--- src/rtl/alarm_beep_ctrl.sv ---
// ---------------------------------------------------------------------------
// alarm_beep_ctrl
//
// Alarm ringing sequencer. After an alarm match (with the alarm armed), the
// buzzer is driven in bursts of BEEPS beeps (ON_TICKS on, OFF_TICKS off
// between beeps) followed by PAUSE_TICKS of silence. This repeats for BURSTS
// bursts, after which the sequence times out by itself. The user can stop the
// alarm or snooze it. Snoozing silences it for SNOOZE_TICKS, then ringing
// restarts with a fresh timeout window.
//
// Ports
//   clk          in   system clock
//   rst          in   synchronous active-low reset
//   tick         in   one-cycle time-base strobe (nominally 10 Hz)
//   alarm_en     in   alarm armed level
//   alarm_match  in   one-cycle strobe: current time equals alarm time
//   stop         in   one-cycle strobe: user dismiss
//   snooze       in   one-cycle strobe: user snooze
//   buzz         out  buzzer enable (ON phase)
//   active       out  ringing sequence in progress (ON/OFF/PAUSE)
//   snoozing     out  in snooze wait
//   timeout      out  one-cycle pulse after the last burst ends unattended
// ---------------------------------------------------------------------------
module alarm_beep_ctrl #(
    parameter int BEEPS        = 3,
    parameter int ON_TICKS     = 2,
    parameter int OFF_TICKS    = 2,
    parameter int PAUSE_TICKS  = 10,
    parameter int BURSTS       = 60,
    parameter int SNOOZE_TICKS = 3000,
    parameter int CW           = 12
) (
    input  logic clk,
    input  logic rst,
    input  logic tick,
    input  logic alarm_en,
    input  logic alarm_match,
    input  logic stop,
    input  logic snooze,
    output logic buzz,
    output logic active,
    output logic snoozing,
    output logic timeout
);

    localparam int BW = (BEEPS  > 1) ? $clog2(BEEPS)  : 1;
    localparam int RW = (BURSTS > 1) ? $clog2(BURSTS) : 1;

    localparam logic [CW-1:0] ON_LD     = CW'(ON_TICKS - 1);
    localparam logic [CW-1:0] OFF_LD    = CW'(OFF_TICKS - 1);
    localparam logic [CW-1:0] PAUSE_LD  = CW'(PAUSE_TICKS - 1);
    localparam logic [CW-1:0] SNOOZE_LD = CW'(SNOOZE_TICKS - 1);
    localparam logic [BW-1:0] BEEP_LD   = BW'(BEEPS - 1);
    localparam logic [RW-1:0] BURST_LD  = RW'(BURSTS - 1);

    typedef enum logic [2:0] {
        S_IDLE,
        S_ON,
        S_OFF,
        S_PAUSE,
        S_SNOOZE
    } state_t;

    state_t        state_q, state_d;
    logic [CW-1:0] tcnt_q,  tcnt_d;
    logic [BW-1:0] bcnt_q,  bcnt_d;
    logic [RW-1:0] rcnt_q,  rcnt_d;
    logic          timeout_q, timeout_d;

    // True when the current phase is still counting; a tick then only
    // decrements, so the counter can never wrap below zero.
    logic tcnt_nz;
    assign tcnt_nz = (tcnt_q != '0);

    always_ff @(posedge clk) begin
        if (!rst) begin
            state_q   <= S_IDLE;
            tcnt_q    <= '0;
            bcnt_q    <= '0;
            rcnt_q    <= '0;
            timeout_q <= 1'b0;
        end else begin
            state_q   <= state_d;
            tcnt_q    <= tcnt_d;
            bcnt_q    <= bcnt_d;
            rcnt_q    <= rcnt_d;
            timeout_q <= timeout_d;
        end
    end

    always_comb begin
        state_d   = state_q;
        tcnt_d    = tcnt_q;
        bcnt_d    = bcnt_q;
        rcnt_d    = rcnt_q;
        timeout_d = 1'b0;

        case (state_q)
            S_IDLE: begin
                // A coincident stop wins over the match.
                if (!stop && alarm_en && alarm_match) begin
                    state_d = S_ON;
                    tcnt_d  = ON_LD;
                    bcnt_d  = BEEP_LD;
                    rcnt_d  = BURST_LD;
                end
            end

            S_ON, S_OFF, S_PAUSE: begin
                if (stop || !alarm_en) begin
                    state_d = S_IDLE;
                    tcnt_d  = '0;
                end else if (snooze) begin
                    // Snooze beats a phase end landing on the same cycle.
                    state_d = S_SNOOZE;
                    tcnt_d  = SNOOZE_LD;
                end else if (tick) begin
                    if (tcnt_nz) begin
                        tcnt_d = tcnt_q - CW'(1);
                    end else begin
                        case (state_q)
                            S_ON: begin
                                if (bcnt_q == '0) begin
                                    state_d = S_PAUSE;
                                    tcnt_d  = PAUSE_LD;
                                end else begin
                                    state_d = S_OFF;
                                    tcnt_d  = OFF_LD;
                                    bcnt_d  = bcnt_q - BW'(1);
                                end
                            end
                            S_OFF: begin
                                state_d = S_ON;
                                tcnt_d  = ON_LD;
                            end
                            S_PAUSE: begin
                                if (rcnt_q == '0) begin
                                    state_d   = S_IDLE;
                                    tcnt_d    = '0;
                                    timeout_d = 1'b1;
                                end else begin
                                    state_d = S_ON;
                                    tcnt_d  = ON_LD;
                                    bcnt_d  = BEEP_LD;
                                    rcnt_d  = rcnt_q - RW'(1);
                                end
                            end
                            default: state_d = S_IDLE;
                        endcase
                    end
                end
            end

            S_SNOOZE: begin
                if (stop || !alarm_en) begin
                    state_d = S_IDLE;
                    tcnt_d  = '0;
                end else if (snooze) begin
                    // Repeated snooze extends the wait from now.
                    tcnt_d = SNOOZE_LD;
                end else if (tick) begin
                    if (tcnt_nz) begin
                        tcnt_d = tcnt_q - CW'(1);
                    end else begin
                        // Ringing resumes with a fresh timeout window.
                        state_d = S_ON;
                        tcnt_d  = ON_LD;
                        bcnt_d  = BEEP_LD;
                        rcnt_d  = BURST_LD;
                    end
                end
            end

            default: begin
                state_d = S_IDLE;
                tcnt_d  = '0;
            end
        endcase
    end

    assign buzz     = (state_q == S_ON);
    assign active   = (state_q == S_ON) || (state_q == S_OFF) || (state_q == S_PAUSE);
    assign snoozing = (state_q == S_SNOOZE);
    assign timeout  = timeout_q;

endmodule

--- config.mk ---
export PLATFORM = sky130hd
export DESIGN_NAME = alarm_beep_ctrl
export DESIGN_NICKNAME = d
export VERILOG_FILES = /design/src/rtl/alarm_beep_ctrl.sv
export SDC_FILE = /design/constraint.sdc
export NUM_CORES = 1
export LEC_CHECK = 0
export CELL_PAD_IN_SITES_DETAIL_PLACEMENT = 0
export CELL_PAD_IN_SITES_GLOBAL_PLACEMENT = 2
export CORE_MARGIN = 8
export CORE_UTILIZATION = 38
export DETAILED_ROUTE_END_ITERATION = 8
export PLACE_DENSITY = 0.88
export SLEW_MARGIN = 20
export SYNTH_ARGS = -nofsm -noshare
export SYNTH_HDL_FRONTEND = slang
export SYNTH_SLANG_ARGS = --single-unit
--- constraint.sdc ---
create_clock -name clk -period 3.7 [get_ports clk]
set_input_delay 0.555 -clock clk [delete_from_list [all_inputs] [get_ports clk]]
set_output_delay 0.555 -clock clk [all_outputs]
set_load 0.01 [all_outputs]
==> impl_table.tex <==
\begin{tabular}{lr}
\hline
Metric & Value \\
\hline
\multicolumn{2}{l}{\textbf{Drt}} \\
Total Wirelength & 4720 um \\
Violation count after the first detailed-route iteration & 117 \\
Vias post-DR & 1709 \\
Number of nets with antenna violations after detailed routing & 0 \\
Average wire per standard cell & 16.9 um \\
Remaining routing DRC violations & 0 \\
Number of optimization iterations in the first detailed-route pass & 4 \\
Vias per cell & 6.13 \\
\multicolumn{2}{l}{\textbf{Cells and area}} \\
Area used by multi-input combinational logic & 1150 sq um \\
Layout overhead on the synthesized area & 11.2\% \\
Number of cells in the finished layout apart from fillers & 279 \\
Fill cells & 468 \\
Fin util & 0.427 \\
Area occupied by registers & 480 sq um \\
Count of antenna diodes in the layout & 0 \\
Fraction of final layout cells with drive strength greater than 1 & 0.102 \\
Final net count & 237 \\
\multicolumn{2}{l}{\textbf{Floorplan}} \\
Area of the die & 7090 sq um \\
Die width & 84.2 um \\
Std cell rows & 25 \\
Die Y-Extent & 84.2 um \\
Top-level I/O count & 11 \\
Initial core utilization & 0.384 \\
Placeable core area & 4600 sq um \\
\multicolumn{2}{l}{\textbf{Timing}} \\
Final setup vio count & 0 \\
Worst max-slew margin expressed relative to the limit & 0.565 \\
Unrepaired setup endpoints after global routing & no \\
Hold Vio Cnt, Final & 0 \\
Max Fclk & 0.371 GHz \\
Worst clock skew & 0.00524 ns \\
Fraction of the cycle the final worst path needs & 0.729 \\
Actual transition at the worst max-transition pin & 0.646 ns \\
Aggregate negative setup slack & 0 ns \\
Final period demand of the worst path & 2.70 ns \\
Final max-slew violation count & 0 \\
\multicolumn{2}{l}{\textbf{Min path}} \\
Class of the worst hold path & flop to flop \\
\multicolumn{2}{l}{\textbf{Place}} \\
Cells after DPL & 275 \\
Half-perimeter wire length after detailed placement & 3330 um \\
RePlAce Congestion & 0.806 \\
Number of port buffers & 10 \\
\multicolumn{2}{l}{\textbf{Yosys}} \\
Most used flip-flop cell after synthesis & sky130\_fd\_sc\_hd\_\_dfxtp\_1 \\
Cell types with the largest area share after synthesis & sky130\_fd\_sc\_hd\_\_dfxtp\_1 27\%, sky130\_fd\_sc\_hd\_\_nor3\_1 4.2\%, sky130\_fd\_sc\_hd\_\_inv\_1 3.4\% \\
Leading area contributor after synthesis & sky130\_fd\_sc\_hd\_\_dfxtp\_1 \\
Cell area after synthesis & 1770 sq um \\
Yosys warning count & 0 \\
Number of standard cells after synthesis & 218 \\
Asr flop ratio synth & 0 \\
Number of different library cells in the post-synthesis netlist & 67 \\
Nets in the synthesized netlist & 229 \\
Average size of a mapped cell & 8.10 sq um \\
Post-synth top area share & 0.272 \\
Sequential-to-total area share from yosys stat & 0.272 \\
Post-synth EDFFs & 0 \\
Flip-flop and latch count after synthesis & 24 \\
\multicolumn{2}{l}{\textbf{Clocking}} \\
Maximum buffer depth of the clock tree & 2 \\
Hold\_buf cts & 0 \\
Skew-Pair Late Insertion Delay & 0.27 ns \\
TritonCTS sink count & 24 \\
Number of CTS-inserted buffers & 3 \\
TritonCTS clock tree & built \\
Depth of the CTS H-tree & 1 \\
Root buffer selected by CTS & sky130\_fd\_sc\_hd\_\_clkbuf\_8 \\
Number of instances resized during post-cts repair & 0 \\
Clk pin slew, worst setup/hold paths & 0.09 ns \\
Buffers inserted by post-CTS timing repair & 0 \\
\multicolumn{2}{l}{\textbf{GRT}} \\
Global-route layer with the greatest usage & met2 \\
Pin count of the biggest net entering global routing & 23 \\
Global-route wire length before repair & 8050 um \\
Via count of the first global-routing pass & 1597 \\
Met3 Track Usage GR & 0.0194 \\
Tot GR Track Use & 0.135 \\
GRT met1 Usage & 0.178 \\
Aggregate global routing overflow & 0 \\
Number of antenna violations at the first check in global routing & 0 \\
Met2 capacity usage during global routing & 0.220 \\
\multicolumn{2}{l}{\textbf{Worst setup path}} \\
Series of cell instances along the critical path & or3b\_2 > inv\_1 > clkdlybuf4s50\_1 \\
Slowest cell on crit path & sky130\_fd\_sc\_hd\_\_dfxtp\_1 \\
Setup crit start kind & flop \\
Data required time at the worst endpoint & 3.14 ns \\
Worst Setup Path Type & flop to output pin \\
CP Capture Type & output pin \\
Arrival time at the worst endpoint & 2.14 ns \\
CP peak stage delay & 0.59 ns \\
Top fanout value on the critical path & 12 \\
\multicolumn{2}{l}{\textbf{Power and ir drop}} \\
Power Internal & 510 uW \\
Worst supply voltage drop on vdd & 0.165 mV \\
Clock share of power & 0.312 \\
Power density relative to cell area & 385 nW/um\^{}2 \\
Post-layout total power & 757 uW \\
Comb pwr share & 0.296 \\
Static leakage power & 0.710 nW \\
Power share of the sequential group & 0.391 \\
Net switching power of the design & 248 uW \\
Switching share of total power & 0.327 \\
\multicolumn{2}{l}{\textbf{Run}} \\
Maxcap violations & 0 \\
\multicolumn{2}{l}{\textbf{Run status}} \\
Result of the run & completed \\
\hline
\end{tabular}
-- registers in the layout (all words and copies together) (netlist names) --
name,cells
state_q,3
tcnt_q,12
rcnt_q,6
timeout,1
bcnt_q,2
-- cell families (layout without fill, tap and decap cells) --
| logic type | count (synthesis) | in the layout | share of synthesized area |
|---|---|---|---|
| compound gates | 63 | 63 | 0.278 |
| fa+ha+maj | 4 | 4 | 0.0283 |
| mux | 2 | 2 | 0.0113 |
| xor+xnor | 1 | 1 | 0.00496 |
| simple gates | 97 | 97 | 0.331 |
| flops | 24 | 24 | 0.272 |
| buf+inv | 27 | 34 | 0.0744 |
-- worst max-delay path: cells and delay by family (launching register included) --
kind | cells | cell delay (ns)
AND/OR/NAND/NOR | 1 | 0.54
flip-flops | 1 | 0.59
buffers and inverters | 2 | 0.75
-- final timing paths --
check / from / endpoint / slack (ns) / cells after the start
worst min-delay path: rcnt_q[1] / rcnt_q[1] / 0.48 / 2
worst max register to register: tcnt_q[0] / rcnt_q[4] / 1.26 / 7
worst min register to register: rcnt_q[1] / rcnt_q[1] / 0.48 / 2
worst max-delay path: state_q[2] / snoozing / 1.00 / 3
-- cell type report --
type / count / area share
multi-input cells: 167 / 0.588
flip-flops and latches: 24 / 0.245
repair buffers: 14 / 0.0662
well taps: 54 / 0.0344
inverters: 16 / 0.0306
clock buffers: 3 / 0.0210
clock inverters: 1 / 0.0153
-- cells in the mapped netlist (all sizes together) (4+ instances only) --
cell / count
nand3: 6
nand2: 15
inv: 16
and3: 5
a31oi: 4
nor3b: 4
a21oi: 9
o21ai: 12
o21a: 5
nor4: 7
a21boi: 4
buf: 4
nor2: 16
nor3: 15
clkbuf: 6
a211oi: 4
dfxtp: 24
ha: 4
-- placed cells by master, fill, tap and decap left out, types with 3 or more instances in the layout --
| cell type | n |
|---|---|
| sky130_fd_sc_hd__o31ai_1 | 3 |
| sky130_fd_sc_hd__and3_1 | 4 |
| sky130_fd_sc_hd__o21ai_1 | 5 |
| sky130_fd_sc_hd__clkbuf_8 | 3 |
| sky130_fd_sc_hd__nor3b_1 | 4 |
| sky130_fd_sc_hd__nand2b_1 | 3 |
| sky130_fd_sc_hd__nor4_1 | 6 |
| sky130_fd_sc_hd__o21a_1 | 5 |
| sky130_fd_sc_hd__nor3_1 | 15 |
| sky130_fd_sc_hd__nand3_1 | 6 |
| sky130_fd_sc_hd__and4_1 | 3 |
| sky130_fd_sc_hd__nand2_1 | 15 |
| sky130_fd_sc_hd__ha_1 | 4 |
| sky130_fd_sc_hd__nor2_1 | 16 |
| sky130_fd_sc_hd__buf_4 | 4 |
| sky130_fd_sc_hd__a211oi_1 | 4 |
| sky130_fd_sc_hd__inv_1 | 16 |
| sky130_fd_sc_hd__o21ai_0 | 7 |
| sky130_fd_sc_hd__clkdlybuf4s50_1 | 10 |
| sky130_fd_sc_hd__a31oi_1 | 4 |
| sky130_fd_sc_hd__o2111a_1 | 3 |
| sky130_fd_sc_hd__a21oi_1 | 9 |
| sky130_fd_sc_hd__dfxtp_1 | 24 |
-- metal layers --
layer  part of all wire  up-vias  routed length (um)
li1                   -      844                   -
met1               0.46      813                2170
met2               0.48       48                2260
met3              0.054        4                 253
met4             0.0083        0                  39
met5                  0        -                   0
-- power by group through the flow --
stage | logic (mW) | clock network [mW] | registers (mW)
finish | 0.224 | 0.237 | 0.296
global route | 0.252 | 0.254 | 0.300
CTS | 0.224 | 0.245 | 0.296
detailed placement | 0.222 | 0 | 0.302
global placement | 0.224 | 0 | 0.302
floorplan | 0.180 | 0 | 0.294
-- through the flow --
step | setup WS, ns | instance area [sq um] | hold WS (ns)
2_1_floorplan | 1.48 | 1770 | 0.446
3_3_place_gp | 0.876 | 1890 | 0.466
3_5_place_dp | 0.808 | 1890 | 0.471
4_1_cts | 1.01 | 1960 | 0.485
5_1_grt | 0.893 | 1960 | 0.511
6_report | 1.00 | 1960 | 0.484
Note: power is estimated with default switching activity, not from simulation.
